$ cat src/rtl/pr_port_arbiter.sv
// Round-robin arbiter sharing the single PixelRender Avalon-MM slave port among NREQ requesters.
// One transaction at a time: capture in IDLE, hold on the slave in ISSUE, wait out read latency in RDWAIT.
module pr_port_arbiter #(
    parameter int unsigned NREQ         = 3,
    parameter int unsigned AW           = 10,
    parameter int unsigned DW           = 32,
    parameter int unsigned READ_LATENCY = 1
) (
    input  logic                                       Clk,
    input  logic                                       Reset,
    input  logic [NREQ-1:0]                            req_write,
    input  logic [NREQ-1:0]                            req_read,
    input  logic [NREQ*AW-1:0]                         req_addr,
    input  logic [NREQ*DW-1:0]                         req_wdata,
    input  logic [NREQ*(DW/8)-1:0]                     req_be,
    output logic [NREQ-1:0]                            ack,
    output logic [NREQ-1:0]                            rdata_valid,
    output logic [DW-1:0]                              rdata,
    output logic                                       busy,
    output logic [((NREQ > 1) ? $clog2(NREQ) : 1)-1:0] grant_id,
    output logic                                       CS_PR,
    output logic                                       WRITE_PR,
    output logic                                       READ_PR,
    output logic [AW-1:0]                              ADDRESS_PR,
    output logic [DW/8-1:0]                            BYTE_EN_PR,
    output logic [DW-1:0]                              WRITEDATA_PR,
    input  logic [DW-1:0]                              READDATA_PR,
    input  logic                                       WAIT_REQUEST_PR
);

    localparam int unsigned GW = (NREQ > 1) ? $clog2(NREQ) : 1;
    localparam int unsigned BW = DW / 8;
    localparam int unsigned CW = $clog2(READ_LATENCY + 1);

    typedef enum logic [1:0] {IDLE, ISSUE, RDWAIT} state_t;

    state_t          state;
    logic [GW-1:0]   last;
    logic [CW-1:0]   cnt;
    logic [NREQ-1:0] pending;
    logic            pick_valid;
    logic [GW-1:0]   pick;
    logic            accept;
    int unsigned     scan_idx;

    assign pending = req_write | req_read;
    assign accept  = (state == ISSUE) && !WAIT_REQUEST_PR;

    // Round-robin scan starting just after the last grant, wrapping around
    always_comb begin
        pick_valid = 1'b0;
        pick       = '0;
        scan_idx   = 0;
        for (int unsigned k = 1; k <= NREQ; k++) begin
            scan_idx = (32'(last) + k) % NREQ;
            if (!pick_valid && pending[GW'(scan_idx)]) begin
                pick_valid = 1'b1;
                pick       = GW'(scan_idx);
            end
        end
    end

    // Acceptance is acknowledged in the same cycle the slave drops its stall
    always_comb begin
        ack = '0;
        if (accept && !Reset) begin
            ack[grant_id] = 1'b1;
        end
    end

    always_ff @(posedge Clk) begin
        if (Reset) begin
            state        <= IDLE;
            last         <= GW'(NREQ - 1);
            cnt          <= '0;
            grant_id     <= '0;
            busy         <= 1'b0;
            CS_PR        <= 1'b0;
            WRITE_PR     <= 1'b0;
            READ_PR      <= 1'b0;
            ADDRESS_PR   <= '0;
            BYTE_EN_PR   <= '0;
            WRITEDATA_PR <= '0;
            rdata_valid  <= '0;
            rdata        <= '0;
        end else begin
            rdata_valid <= '0;
            case (state)
                IDLE: begin
                    if (pick_valid) begin
                        state        <= ISSUE;
                        busy         <= 1'b1;
                        grant_id     <= pick;
                        last         <= pick;
                        CS_PR        <= 1'b1;
                        // A simultaneous read request is dropped in favour of the write
                        WRITE_PR     <= req_write[pick];
                        READ_PR      <= !req_write[pick];
                        ADDRESS_PR   <= req_addr[32'(pick)*AW +: AW];
                        BYTE_EN_PR   <= req_be[32'(pick)*BW +: BW];
                        WRITEDATA_PR <= req_wdata[32'(pick)*DW +: DW];
                    end
                end
                ISSUE: begin
                    if (!WAIT_REQUEST_PR) begin
                        CS_PR        <= 1'b0;
                        WRITE_PR     <= 1'b0;
                        READ_PR      <= 1'b0;
                        ADDRESS_PR   <= '0;
                        BYTE_EN_PR   <= '0;
                        WRITEDATA_PR <= '0;
                        if (WRITE_PR) begin
                            state <= IDLE;
                            busy  <= 1'b0;
                        end else begin
                            state <= RDWAIT;
                            cnt   <= CW'(READ_LATENCY);
                        end
                    end
                end
                RDWAIT: begin
                    cnt <= cnt - CW'(1);
                    // Slave data is valid in the last counted cycle
                    if (cnt == CW'(1)) begin
                        rdata                 <= READDATA_PR;
                        rdata_valid[grant_id] <= 1'b1;
                        state                 <= IDLE;
                        busy                  <= 1'b0;
                    end
                end
                default: begin
                    state <= IDLE;
                    busy  <= 1'b0;
                end
            endcase
        end
    end

endmodule
$ cat config.mk
export PLATFORM = sky130hd
export DESIGN_NAME = pr_port_arbiter
export DESIGN_NICKNAME = d
export VERILOG_FILES = /design/src/rtl/pr_port_arbiter.sv
export SDC_FILE = /design/constraint.sdc
export NUM_CORES = 1
export LEC_CHECK = 0
export ABC_AREA = 1
export BUFFER_PORTS_ARGS = -buffer_cell sky130_fd_sc_hd__buf_2
export CELL_PAD_IN_SITES_DETAIL_PLACEMENT = 0
export CELL_PAD_IN_SITES_GLOBAL_PLACEMENT = 1
export CORE_ASPECT_RATIO = 1.75
export CORE_MARGIN = 8
export CORE_UTILIZATION = 31
export DETAILED_ROUTE_END_ITERATION = 8
export PLACE_DENSITY_LB_ADDON = 0.15
export SLEW_MARGIN = 20
export SYNTH_ARGS = -nofsm -noshare
export SYNTH_HDL_FRONTEND = slang
export SYNTH_SLANG_ARGS = --single-unit
$ cat constraint.sdc
create_clock -name Clk -period 3.4 [get_ports Clk]
set_input_delay 0.34 -clock Clk [delete_from_list [all_inputs] [get_ports Clk]]
set_output_delay 0.34 -clock Clk [all_outputs]
set_load 0.03 [all_outputs]
# Word-level counts from Yosys, hierarchy flattened

Cells that the tools add are included.

Add/subtract/negate cells: 4
$mul: 1
Div/mod/pow operators: 3
Order comparisons: 6
Equal/unequal tests: 7
Shifts and indexed selects: 3
Muxes and demuxes: 45
Bitwise operators: 3
Reductions and logical operators: 20

Operators with widths:

| kind                    | number |
|---|---|
| $mod A32 B2 Y32 const B | 3 |
| $shiftx A96 B8 Y32      | 1 |
| $mux W32                | 2 |
| $pmux W32 S2            | 1 |
| $shiftx A30 B7 Y10      | 1 |
| $mux W10                | 2 |
| $pmux W10 S2            | 1 |
| $mux W1                 | 17 |
| $lt A2 B3 Y1 const B    | 5 |
| $mux W2                 | 7 |
| $shiftx A12 B5 Y4       | 1 |
| $ne A2 B2 Y1 const B    | 5 |
| $reduce_and A3 Y1       | 3 |
| $bmux W1 S2             | 4 |
| $mux W4                 | 2 |
| $pmux W1 S2             | 4 |
| $pmux W4 S2             | 1 |
| $add A2 B2 Y3 const B   | 2 |
| $pmux W2 S3             | 1 |
| $logic_and A1 B1 Y1     | 5 |
| $logic_not A1 Y1        | 5 |
| $mul A2 B3 Y5 const B   | 1 |
| $reduce_and A2 Y1       | 2 |
| $reduce_and A4 Y1       | 1 |
| 13 further kinds        | 15 |

Bits in registers: 92
Input bits: 179
Output and inout bits: 90
Word-level logic and storage cells: 105

# Logic depth before layout (Yosys ltp)

Depth after elaboration: 16
Gate-level depth with buffers: 17
Gate-level depth less buffers: 16

# Worst setup path after synthesis

Ideal clock, no wire load.

Kind: reg2out
From: register state[0]
To: output port ack[0]
Arrival time: 1880 ps
Required time: 3060 ps
Setup slack: 1180 ps
Cell stages (with the launch flop): 7
Buffers on the path: 0
Cell sequence: dfxtp_1 -> inv_1 -> nor2_1 -> inv_1 -> nor2_1 -> inv_1 -> nor4_1

Longest elaborated chain between the ends: 4

RTL lines:

| what                     | RTL line | source |
|---|---|---|
| start: declaration       | 37       | `state_t state;` |
| start signal: assignment | 73       | `state <= IDLE;` |
| start signal: assignment | 91       | `state <= ISSUE;` |
| start signal: assignment | 113      | `state <= IDLE;` |
| $eq A2 B1 Y1             | 47       | `assign accept = (state == ISSUE) && !WAIT_REQUEST_PR;` |
| $logic_and A1 B1 Y1      | 47       |  |
| $logic_and A1 B1 Y1      | 66       | `if (accept && !Reset) begin` |
| $mux W3                  | 66       |  |
| end: declaration         | 16       | `output logic [NREQ-1:0] ack,` |

No other way between the ends.

==> insert_results.sql <==
INSERT INTO impl_metrics (metric_group, metric, value, unit) VALUES
('synthesis', 'synth_top_family_by_area', 'simple AND/OR/NAND/NOR gates', ''),
('global_routing', 'gr-usage-met3', '5.78', '%'),
('synthesis', 'synth_seq_area_share', '39.3', '%'),
('setup_path', 'worst_setup_path_start_kind', 'flop', ''),
('power', 'power_density', '948', 'nW/um^2'),
('sta', 'relSlewSlack', '35.3', '%'),
('synthesis', 'netlist.area_leader.share', '39.3', '%'),
('synthesis', 'synth.distinct_cells', '32', ''),
('synthesis', 'synth_area_per_cell', '6.75', 'um^2'),
('sta', 'timing.fmax', '0.371', 'GHz'),
('synthesis', 'synth-seq-cells', '91', ''),
('global_routing', 'globalRouteOverflowTotal', '0', ''),
('setup_path', 'cp_data_arrival_time', '2.96', 'ns'),
('clock_tree', 'root_buffer', 'sky130_fd_sc_hd__clkbuf_16', ''),
('setup_path', 'cp_top_family', 'simple AND/OR/NAND/NOR gates', ''),
('global_routing', 'groute.usage.overall', '18.7', '%'),
('layout', 'syn_to_final_growth', '36.8', '%'),
('power', 'power.switching_fraction', '50.4', '%'),
('global_routing', 'via_count_of_the_first_global_routing_pass', '5628', ''),
('die', 'die_area', '19300', 'um^2'),
('clock_tree', 'ctsLongestPathBuffers', '2', ''),
('setup_path', 'critPathBufInv', '3', ''),
('drt', 'detailedRoute.firstPassIterationCount', '5', ''),
('synthesis', 'post_synth_main_area_contributors', 'sky130_fd_sc_hd__dfxtp_1 39%, sky130_fd_sc_hd__nand2_1 19%, sky130_fd_sc_hd__a21oi_1 9.0%', ''),
('placement', 'dp_hpwl', '14.0', 'mm'),
('power', 'power_switching', '3.03', 'mW'),
('clock_tree', 'clk_transition_reported_paths', '0.07', 'ns'),
('synthesis', 'share_of_synthesized_area_spent_on_multiplexers', '0', '%'),
('placement', 'finalWeightedCongestion', '0.822', ''),
('drt', 'drtAntennaViolNets', '0', ''),
('setup_path', 'worst_path_class_setup', 'reg2reg', ''),
('drt', 'detail_route.drc_violations', '0', ''),
('power', 'comb_power_share', '57.2', '%'),
('layout', 'final_layout_size_suffix_gt1_share', '33.8', '%'),
('sta', 'finalClockSkew', '0.00683', 'ns'),
('synthesis', 'synth_area', '4640', 'um^2'),
('hold_path', 'hold_path.class', 'in2reg', ''),
('sta', 'report.final.slew_viol_count', '0', ''),
('synthesis', 'synth_largest_area_cell', 'sky130_fd_sc_hd__dfxtp_1', ''),
('die', 'chipHeight', '178', 'um'),
('drt', 'wl_per_cell', '16.7', 'um'),
('power', 'clock_power_share', '18.6', '%'),
('synthesis', 'synth_simple_gate_area_share', '32.4', '%'),
('global_routing', 'global_routing_s_busiest_layer', 'met2', ''),
('power', 'seq_power_share', '24.1', '%'),
('run', 'drv_cap', '0', ''),
('setup_path', 'required', '3.66', 'ns'),
('die', 'die-width', '108', 'um'),
('setup_path', 'cp_slowest_cell', 'sky130_fd_sc_hd__dfxtp_1', ''),
('die', 'core_area', '14800', 'um^2'),
('clock_tree', 'cts_resized', '0', ''),
('setup_path', 'setup.worst_path.end_class', 'flop', ''),
('global_routing', 'largest_net_degree_at_the_start_of_global_routing', '51', ''),
('run_status', 'status', 'complete, no violations', ''),
('synthesis', 'area_share_of_xor_xnor_cells_in_the_synthesized_design', '0', '%'),
('layout', 'finalNetCount', '1109', ''),
('synthesis', 'synth_compound_area_share', '17.9', '%'),
('synthesis', 'post_synth_fa_ha_maj_area_fraction', '0.809', '%'),
('layout', 'finish.utilization', '43.0', '%'),
('die', 'fp-row-count', '59', ''),
('drt', 'drt-initial-drc-count', '218', ''),
('global_routing', 'use_met2', '34.1', '%'),
('sta', 'fin_setup_tns', '0', 'ns'),
('power', 'vdd_drop_max', '0.569', 'mV'),
('sta', 'period_needed', '2.70', 'ns'),
('synthesis', 'synth-warning-count', '0', ''),
('drt', 'via_count', '5449', ''),
('clock_tree', 'cts_hold_buffers', '0', ''),
('sta', 'timing.final.crit_share', '79.4', '%'),
('die', 'start_util', '31.4', '%'),
('sta', 'worst_slew_pin_slew', '0.965', 'ns');
## synth_stat cells (all sizes together)
cell type    n
nor4         3
nand3       69
a31oi        1
nand2      236
buf         28
and3         1
clkinv       2
o21ai       78
nor3         4
a211oi       2
or2          1
dfxtp       91
nand3b       9
clkbuf      22
ha           3
nor2        16
nand4        1
a21oi       83
inv         37
## state kept, by name (all words and copies together), names as in the netlist
register / cells
ADDRESS_PR: 10
BYTE_EN_PR: 4
CS_PR: 1
READ_PR: 1
WRITEDATA_PR: 32
WRITE_PR: 1
busy: 1
cnt: 1
grant_id: 2
last: 1
rdata: 32
rdata_valid: 3
state: 2
## cell usage in the layout (no fill, tap or decap), types with 6 or more instances in the layout
| master | netlist | routed |
|---|---|---|
| sky130_fd_sc_hd__buf_2 | 15 | 268 |
| sky130_fd_sc_hd__nand2_1 | 229 | 228 |
| sky130_fd_sc_hd__dfxtp_1 | 91 | 91 |
| sky130_fd_sc_hd__a21oi_1 | 83 | 83 |
| sky130_fd_sc_hd__nand3_1 | 67 | 67 |
| sky130_fd_sc_hd__o21ai_1 | 53 | 53 |
| sky130_fd_sc_hd__inv_1 | 34 | 34 |
| sky130_fd_sc_hd__o21ai_0 | 24 | 24 |
| sky130_fd_sc_hd__nor2_1 | 11 | 11 |
| sky130_fd_sc_hd__buf_4 | 3 | 10 |
| sky130_fd_sc_hd__nand3b_1 | 9 | 9 |
| sky130_fd_sc_hd__clkbuf_16 | 0 | 9 |
| sky130_fd_sc_hd__nand2_2 | 5 | 6 |
## kinds of logic after synthesis
| kind of cell | after synthesis |
|---|---|
| buf+inv | 89 |
| simple gates | 340 |
| flops | 91 |
| compound gates | 164 |
| fa+ha+maj | 3 |
## final timing paths
check / startpoint / end / slack, ns / cells after the start
max reg2reg: grant_id[0] / WRITEDATA_PR[4] / 0.70 / 14
min: READDATA_PR[29] / rdata[29] / 0.24 / 3
min reg2reg: rdata[12] / rdata[12] / 0.46 / 2
max: grant_id[0] / WRITEDATA_PR[4] / 0.70 / 14
## worst register-to-register path: stages, from the launching register on
cell and delay (ns):
sky130_fd_sc_hd__dfxtp_1 0.46, sky130_fd_sc_hd__inv_1 0.12, sky130_fd_sc_hd__ha_1 0.35, sky130_fd_sc_hd__inv_2 0.09
sky130_fd_sc_hd__nor2_1 0.05, sky130_fd_sc_hd__nand2_2 0.10, sky130_fd_sc_hd__nand2_1 0.05, sky130_fd_sc_hd__nor2_1 0.15
sky130_fd_sc_hd__nand2_1 0.10, sky130_fd_sc_hd__nand2_1 0.08, sky130_fd_sc_hd__nand2_2 0.06, sky130_fd_sc_hd__nand2_2 0.25
sky130_fd_sc_hd__buf_4 0.43, sky130_fd_sc_hd__o21ai_0 0.13, sky130_fd_sc_hd__o21ai_0 0.19
## layer usage
layer	up-vias	share of wire, %	routed length, um
met3	33	9.8	1830
met4	0	2.6	488
met2	257	52	9630
met5	-	0	0
li1	2730	-	-
met1	2429	36	6730
## power by group through the flow
stage / Clock, mW / Combinational (mW) / Sequential (mW)
finish: 1.12 / 3.44 / 1.45
global route: 1.20 / 3.83 / 1.48
CTS: 1.16 / 3.48 / 1.45
detailed placement: 0 / 3.46 / 1.48
global placement: 0 / 3.44 / 1.47
floorplan: 0 / 2.24 / 1.84
## metrics by stage
step                instances  setup WS, ns  instance area [um^2]
floorplan                 687          1.18                  4640
global placement         1099         0.780                  6010
detailed placement       1099         0.711                  6010
CTS                      1115         0.681                  6340
global route             1116         0.440                  6350
finish                   1116         0.701                  6350
## area by class of cell
class	count	area (um^2)
multi-input cells	507	2370
clock inverters	7	106
well taps	183	229
clock buffers	9	225
flip-flops and latches	91	1820
inverters	39	151
fillers	1598	8420
repair buffers	279	1440
diodes	1	2.50
Power figures use the tool's default switching activity.
